<file path="config.mk">
export PLATFORM = sky130hd
export DESIGN_NAME = alu_mdu_pipe
export DESIGN_NICKNAME = d
export VERILOG_FILES = /design/src/rtl/alu_mdu_pipe.sv
export SDC_FILE = /design/constraint.sdc
export NUM_CORES = 1
export LEC_CHECK = 0
export BUFFER_PORTS_ARGS = -buffer_cell sky130_fd_sc_hd__buf_2
export CAP_MARGIN = 20
export CORE_ASPECT_RATIO = 1.4
export CORE_MARGIN = 2
export CORE_UTILIZATION = 50
export DETAILED_ROUTE_END_ITERATION = 8
export PLACE_DENSITY = 0.69
export RECOVER_POWER = 25
export SYNTH_ARGS = -nofsm -noshare
export SYNTH_HDL_FRONTEND = slang
export SYNTH_SLANG_ARGS = --single-unit
</file>
<file path="constraint.sdc">
create_clock -name clk -period 9.8 [get_ports clk]
set_input_delay 0.98 -clock clk [delete_from_list [all_inputs] [get_ports clk]]
set_output_delay 0.98 -clock clk [all_outputs]
set_load 0.1 [all_outputs]
</file>
<file path="src/rtl/alu_mdu_pipe.sv">
// alu_mdu_pipe: execute stage with operand forwarding, single-cycle ALU and
// iterative unsigned multiply/divide behind valid/ready handshakes.
module alu_mdu_pipe #(
    parameter int DATA_W = 32,
    parameter int CNT_W  = 6
) (
    input  logic              clk,
    input  logic              rst,
    input  logic              in_valid,
    output logic              in_ready,
    input  logic [3:0]        op,
    input  logic              use_imm,
    input  logic [DATA_W-1:0] rs1_data,
    input  logic [DATA_W-1:0] rs2_data,
    input  logic [DATA_W-1:0] fwd_alu_mem,
    input  logic [DATA_W-1:0] fwd_mem_wb,
    input  logic [1:0]        sel1,
    input  logic [1:0]        sel2,
    input  logic [DATA_W-1:0] imm,
    output logic              out_valid,
    input  logic              out_ready,
    output logic [DATA_W-1:0] result,
    output logic              busy
);
    localparam int SH_W = $clog2(DATA_W);
    typedef enum logic [1:0] {IDLE, MUL, DIV, DONE} state_t;
    state_t state_q, state_d;
    logic [CNT_W-1:0] cnt_q, cnt_d;
    logic [2*DATA_W-1:0] acc_q, acc_d;
    logic [DATA_W-1:0] opnd_q, opnd_d, result_q, result_d;
    logic hi_q, hi_d, out_valid_q, out_valid_d;
    logic [DATA_W-1:0] src_a, src_b, op_b, alu_res;
    logic [DATA_W:0] mul_sum, div_sh, div_diff;
    logic accept, div_ge;
    assign src_a = sel1 == 2'd1 ? fwd_alu_mem : sel1 == 2'd2 ? fwd_mem_wb : rs1_data;
    assign src_b = sel2 == 2'd1 ? fwd_alu_mem : sel2 == 2'd2 ? fwd_mem_wb : rs2_data;
    assign op_b = use_imm ? imm : src_b;
    assign in_ready = state_q == IDLE && (!out_valid_q || out_ready);
    assign accept = in_valid && in_ready;
    assign busy = state_q != IDLE;
    assign out_valid = out_valid_q;
    assign result = result_q;
    always_comb begin
        alu_res = '0;
        case (op)
            4'd0: alu_res = src_a + op_b;
            4'd1: alu_res = src_a - op_b;
            4'd2: alu_res = src_a & op_b;
            4'd3: alu_res = src_a | op_b;
            4'd4: alu_res = src_a ^ op_b;
            4'd5: alu_res = src_a << op_b[SH_W-1:0];
            4'd6: alu_res = src_a >> op_b[SH_W-1:0];
            4'd7: alu_res = DATA_W'($signed(src_a) >>> op_b[SH_W-1:0]);
            4'd8: alu_res = {{(DATA_W-1){1'b0}}, $signed(src_a) < $signed(op_b)};
            4'd9: alu_res = {{(DATA_W-1){1'b0}}, src_a < op_b};
            default: alu_res = '0;
        endcase
    end
    // acc holds {high, low} of the product, or {remainder, quotient/dividend}
    assign mul_sum = {1'b0, acc_q[2*DATA_W-1:DATA_W]} + {1'b0, acc_q[0] ? opnd_q : {DATA_W{1'b0}}};
    assign div_sh = {acc_q[2*DATA_W-1:DATA_W], acc_q[DATA_W-1]};
    assign div_diff = div_sh - {1'b0, opnd_q};
    assign div_ge = !div_diff[DATA_W];
    always_comb begin
        state_d = state_q;
        cnt_d = cnt_q;
        acc_d = acc_q;
        opnd_d = opnd_q;
        hi_d = hi_q;
        result_d = result_q;
        out_valid_d = out_valid_q && !out_ready;
        case (state_q)
            IDLE: if (accept) begin
                if (op inside {[4'd10:4'd13]}) begin
                    state_d = op[2] ? DIV : MUL;
                    hi_d = op[0];
                    cnt_d = '0;
                    acc_d = {{DATA_W{1'b0}}, op[2] ? src_a : op_b};
                    opnd_d = op[2] ? op_b : src_a;
                end else begin
                    result_d = alu_res;
                    out_valid_d = 1'b1;
                end
            end
            MUL, DIV: begin
                acc_d = state_q == MUL ? {mul_sum, acc_q[DATA_W-1:1]}
                      : {div_ge ? div_diff[DATA_W-1:0] : div_sh[DATA_W-1:0], acc_q[DATA_W-2:0], div_ge};
                cnt_d = cnt_q + 1'b1;
                state_d = cnt_q == CNT_W'(DATA_W - 1) ? DONE : state_q;
            end
            DONE: if (!out_valid_q || out_ready) begin
                result_d = hi_q ? acc_q[2*DATA_W-1:DATA_W] : acc_q[DATA_W-1:0];
                out_valid_d = 1'b1;
                state_d = IDLE;
            end
            default: state_d = IDLE;
        endcase
    end
    always_ff @(posedge clk or posedge rst) begin
        if (rst) begin
            state_q <= IDLE;
            cnt_q <= '0;
            acc_q <= '0;
            opnd_q <= '0;
            hi_q <= 1'b0;
            result_q <= '0;
            out_valid_q <= 1'b0;
        end else begin
            state_q <= state_d;
            cnt_q <= cnt_d;
            acc_q <= acc_d;
            opnd_q <= opnd_d;
            hi_q <= hi_d;
            result_q <= result_d;
            out_valid_q <= out_valid_d;
        end
    end
endmodule

</file>
**Word level (Yosys, flattened, before mapping)**

Cells that the tools add are included.

- Reductions and logical operators: 18
- Multiplexer cells: 32
- Equality and inequality tests: 22
- Shifts and indexed selects: 3
- Order comparisons: 4
- Add/subtract/negate cells: 5
- Bitwise operators: 3

Operators with widths:

| kind | number |
|---|---|
| 32-bit two-way mux | 13 |
| 32-bit one-hot mux with 10 select lines | 1 |
| 64-bit two-way mux | 3 |
| 64-bit one-hot mux with 2 select lines | 1 |
| 32-bit < comparator | 2 |
| 32-bit one-hot mux with 2 select lines | 1 |
| 32-bit by 32-bit adder with 33-bit output | 1 |
| 33-bit by 32-bit subtractor with 33-bit output | 1 |
| 32-bit adder | 1 |
| 32-bit AND | 1 |
| 32-bit OR | 1 |
| 32-bit by 5-bit left shift with 32-bit output | 1 |
| 32-bit by 5-bit right shift with 32-bit output | 1 |
| 32-bit by 5-bit >>> shifter with 32-bit output | 1 |
| 32-bit subtractor | 1 |
| 32-bit XOR | 1 |
| 4-bit by 3-bit == test with 1-bit output, second input constant | 4 |
| 6-bit two-way mux | 2 |
| 6-bit one-hot mux with 2 select lines | 1 |
| 2-bit two-way mux | 5 |
| 2-bit == test, second input constant | 4 |
| 4-bit by 2-bit == test with 1-bit output, second input constant | 2 |
| 4-bit == test, second input constant | 2 |
| 2-bit != test, second input constant | 4 |
| other kinds (19) | 32 |

- Input port bits: 173
- Flip-flop bits (word level): 138

**Longest topological paths before layout**

- Word-level depth: 9
- Mapped depth: 20
- Depth with buffers taken out: 17

**Worst setup path before layout**

No wires, ideal clock.

- Path type: input to register
- From: input sel2[1]
- To: register result_q[28], in the netlist result[28]
- Stages on the path: 19
- Setup slack: 4.904 ns
- Library setup time: 0.128 ns
- Data arrival time: 4.769 ns
- Required time: 9.672 ns
- Path buffers: 5
- Path through: buf_6 > buf_2 > mux2i_1 > a2bb2oi_1 > o21ai_2 > clkbuf_1 > clkbuf_1 > clkbuf_1 > ha_1 > nor2_1 > a221oi_1 > nor3b_1 > o21ai_1 > a211oi_2 > a211oi_2 > o41ai_1 > a21boi_1 > mux2i_1 > a31oi_1

- Cells in the longest elaborated chain, start to end: 9

RTL lines:

| element | RTL line | RTL |
|---|---|---|
| start: declaration | 18 | `input logic [1:0] sel2,` |
| 2-bit == test | 36 | `assign src_b = sel2 == 2'd1 ? fwd_alu_mem : sel2 == 2'd2 ? fwd_mem_wb : rs2_data;` |
| 32-bit two-way mux | 36 |  |
| 32-bit two-way mux * | 36 |  |
| 32-bit two-way mux * | 37 | `assign op_b = use_imm ? imm : src_b;` |
| 32-bit subtractor (tied with other cells) | 47 | `4'd1: alu_res = src_a - op_b;` |
| 32-bit one-hot mux with 10 select lines * | 45 | `case (op)` |
| 32-bit two-way mux * | 74 | `if (op inside {[4'd10:4'd13]}) begin` |
| 32-bit two-way mux * | 73 | `IDLE: if (accept) begin` |
| 32-bit one-hot mux with 2 select lines * | 72 | `case (state_q)` |
| end signal: assignment | 114 | `result_q <= result_d;` |
| end: declaration | 30 | `logic [DATA_W-1:0] opnd_q, opnd_d, result_q, result_d;` |

Mark *: on every way between the ends. The rest lies on a longest branch, timed or not. The select of a mux whose other input is x is not followed.
A chain may end at the register's enable or synchronous reset.

**Worst setup path in the final report**

Ends and elaborated chain as after synthesis.

==> results_dict.tcl <==
set metrics [dict create \
    status "complete, but fails checks" \
    violations "capacitance limit, slew limit" \
    grt_start_max_net_pins 92 \
    ys_warn_count 0 \
    seq_area_mm2 0.00345 \
    cts_resized 0 \
    synthTopCellsByArea "dfrtp_1 (16%), mux2i_1 (10%), ha_1 (9.5%)" \
    core_area_mm2 0.0439 \
    skew_ns 0.0153 \
    dr_total_vias 24700 \
    syn_area_mm2 0.0222 \
    finalSetupTns_ns 0 \
    clock_path_buffers 2 \
    post-route-period-util_pct 65.6 \
    clockRootBuffer "clkbuf_16" \
    syn2layout_area_growth_pct 8.64 \
    power.internal_uw 3170 \
    switchingPower_uw 4020 \
    cts_tree "yes" \
    clock_sinks 138 \
    max_cap_violations 1 \
    ctsHtreeMaxLevel 4 \
    max_freq_ghz 0.156 \
    holdCritPathClass "reg -> reg" \
    worstSetupStartpointType "input port" \
    ff2ff_path_depth 15 \
    power_switching_share_pct 55.9 \
    cp_cell_sequence "buf_2 > buf_4 > mux2i_1 > a22o_1 > nor2_4 > ha_1 > inv_1 > fa_1 > o21bai_1 > a221oi_1 > nor3b_1 > o21ai_1 > a211oi_2 > a211oi_2 > o41ai_1 > a21boi_1 > mux2i_1 > a31oi_1" \
    yosysTopAreaCell "dfrtp_1" \
    dpl_cell_area_mm2 0.0235 \
    numCtsBuffers 17 \
    crit_path_end_kind "flip-flop" \
    synth.top_cell.area_share_pct 15.6 \
    path_class "in -> reg" \
    critPathMaxStageDelay_ns 0.77 \
    clkPwrFrac_pct 10.6 \
    drt-initial-drc-count 2738 \
    tightest_slew_ns 3.47 \
    final_nets 3451 \
    r2r_setup_slack_ns 5.22 \
    worst_hold_startpoint "opnd_q[3]" \
    drv_slew 74 \
    overflow 0 \
    grt.total_usage_pct 41.6 \
    power_density_mw_per_mm2 298 \
    hold_viol_final 0 \
    portBuffers 207 \
    crit_buf_inv 3 \
    hold_path_end "opnd_q[3]" \
    leakagePower_uw 0.0109 \
    hold_ws_ns 0.512 \
    design_area_mm2 0.0241 \
    crit_start "sel2[1]" \
    required_ns 10.14 \
    vias_per_cell 6.73 \
    totalWireLength_um 98700 \
    postSynth.asyncResetShare_pct 100 \
    finalSetupViolCount 0 \
    clk_pin_slew_ns 0.07 \
    syn-num-nets 3379 \
    relSlewSlack_pct -132 \
    drc 0 \
    crit_family "compound AO/OA/AOI/OAI gates" \
    n_fill_cell 4298 \
    synth_cells 3034 \
    synth_ff_type "dfrtp_1" \
    ir_drop_v 0.000215 \
    comb_power_share_pct 73.4 \
    clock_latency_ns 0.45 \
    grt_pass1_wl_um 146000 \
    ant_nets 0 \
    pwr-share-seq_pct 16.1 \
    grt_pass1_vias 23600 \
    drive_above_1_share_pct 14.1 \
    critical-path-slowest-cell "o41ai_1" \
    multi_input_area_mm2 0.0173 \
    num_io_pins 208 \
    r2r_end "acc_q[35]" \
    ctsHoldBuffers 0 \
    initial_core_util_pct 50.5 \
    core.rowCount 91 \
    rsz0062_at_grt "no" \
    whs_path_depth 2 \
    dp_hpwl_um 76900 \
    dieArea_mm2 0.0461 \
    final_period_minus_worst_setup_slack_ns 6.43 \
    antenna_found_initial 1 \
    die_w_um 182 \
    synth_cell_type_count 99 \
    synth-seq-cells 138 \
    detail_route.wl_per_cell_um 26.8 \
    avgSynthCellArea_um2 7.32 \
    crit_fanout 42 \
    die_y_um 253 \
    synth_edf_count 0 \
    crit_arrival_ns 6.77 \
    yosysSeqAreaShare_pct 15.6 \
    power_uw 7190 \
    post-route-util_pct 54.9 \
    place_congestion 1.12 \
    rr_startpoint "acc_q[31]" \
    cts_setup_buffers 0 \
    first_pass_iters 8 \
]
-- cell usage in the layout (no fill, tap or decap), drive strengths merged, types with 45 or more instances in the layout --
| cell type | count |
|---|---|
| a21oi | 246 |
| a211oi | 59 |
| o21a | 49 |
| mux2i | 234 |
| a31oi | 47 |
| ha | 168 |
| o211ai | 52 |
| and2 | 45 |
| xnor2 | 51 |
| buf | 257 |
| nor2 | 232 |
| nand2 | 366 |
| o21ai | 312 |
| nor3 | 45 |
| nand3 | 57 |
| inv | 152 |
| mux2 | 94 |
| dfrtp | 138 |
-- cells by family after synthesis --
family                     synth area share, %
muxes                                     15.6
AOI/OAI and AO/OA                         31.6
DFF                                       15.6
and+or+nand+nor                           17.4
buffers and inverters                     6.82
xor gates and xnor gates                  3.23
adders and majority gates                 9.83
-- power by group through the flow --
stage               combinational, µW  sequential (µW)  clock (µW)
global route                     5700             1190         787
detailed placement               5140             1160           0
floorplan                        3570             1390           0
global placement                 5050             1150           0
finish                           5280             1150         760
CTS                              5170             1150         765
-- final cells by class --
cell class | count | share of cell area (%)
well taps | 558 | 2.90
clock inverters | 12 | 0.872
flip-flops and latches | 138 | 14.3
repair buffers | 263 | 6.03
multi-input cells | 2534 | 71.6
inverters | 152 | 2.38
diodes | 1 | 0.0104
clock buffers | 20 | 1.85
-- synth_stat cells, types with 27 or more instances --
cell type	count
a22oi_1	35
xnor2_1	50
mux2_2	88
ha_1	168
o221ai_1	27
inv_1	141
xor2_1	30
buf_2	43
nand3_1	57
o21ai_0	275
mux2i_1	225
clkbuf_1	125
nor2_1	230
a21oi_1	242
and2_1	45
a211oi_1	57
o21a_1	49
nand2_1	364
a21o_1	36
o211ai_1	52
o21ai_1	32
a31oi_1	47
dfrtp_1	138
nor3_1	44
-- worst max path at each step --
stage                  to  slack, ns  cells past startpoint
6_report       result[28]       3.37                     18
5_1_grt        result[28]       3.12                     18
4_1_cts        result[28]       3.54                     18
2_1_floorplan  result[28]       4.90                     19
3_5_place_dp   result[28]       3.07                     18
3_3_place_gp   result[28]       3.20                     18
-- stage by stage --
| stage | setup slack, ns | std cells |
|---|---|---|
| 2_1_floorplan | 4.90 | 3034 |
| 6_report | 3.37 | 3678 |
| 3_3_place_gp | 3.20 | 3644 |
| 5_1_grt | 3.12 | 3678 |
| 3_5_place_dp | 3.07 | 3644 |
| 4_1_cts | 3.54 | 3676 |
-- metal layers --
metal	share of wire, %	track usage, %	vias to the layer above	wire length (µm)
met1	39	50.3	11700	38300
li1	-	-	11300	-
met3	8.4	6.60	354	8270
met4	7.7	28.1	0	7610
met5	0	0	-	0
met2	45	68.1	1441	44600
-- tightest hold or removal path, stage by stage, from the launching register on --
cell	delay (ns)
dfrtp_1	0.36
nand2_1	0.05
o21ai_0	0.06
-- sequential cells by signal, indices dropped and copies added (netlist names) --
signal and flops:
acc_q 64, cnt_q 6, hi_q 1, opnd_q 32
out_valid 1, result 32, state_q 2
Note: power is estimated with default switching activity, not from simulation.
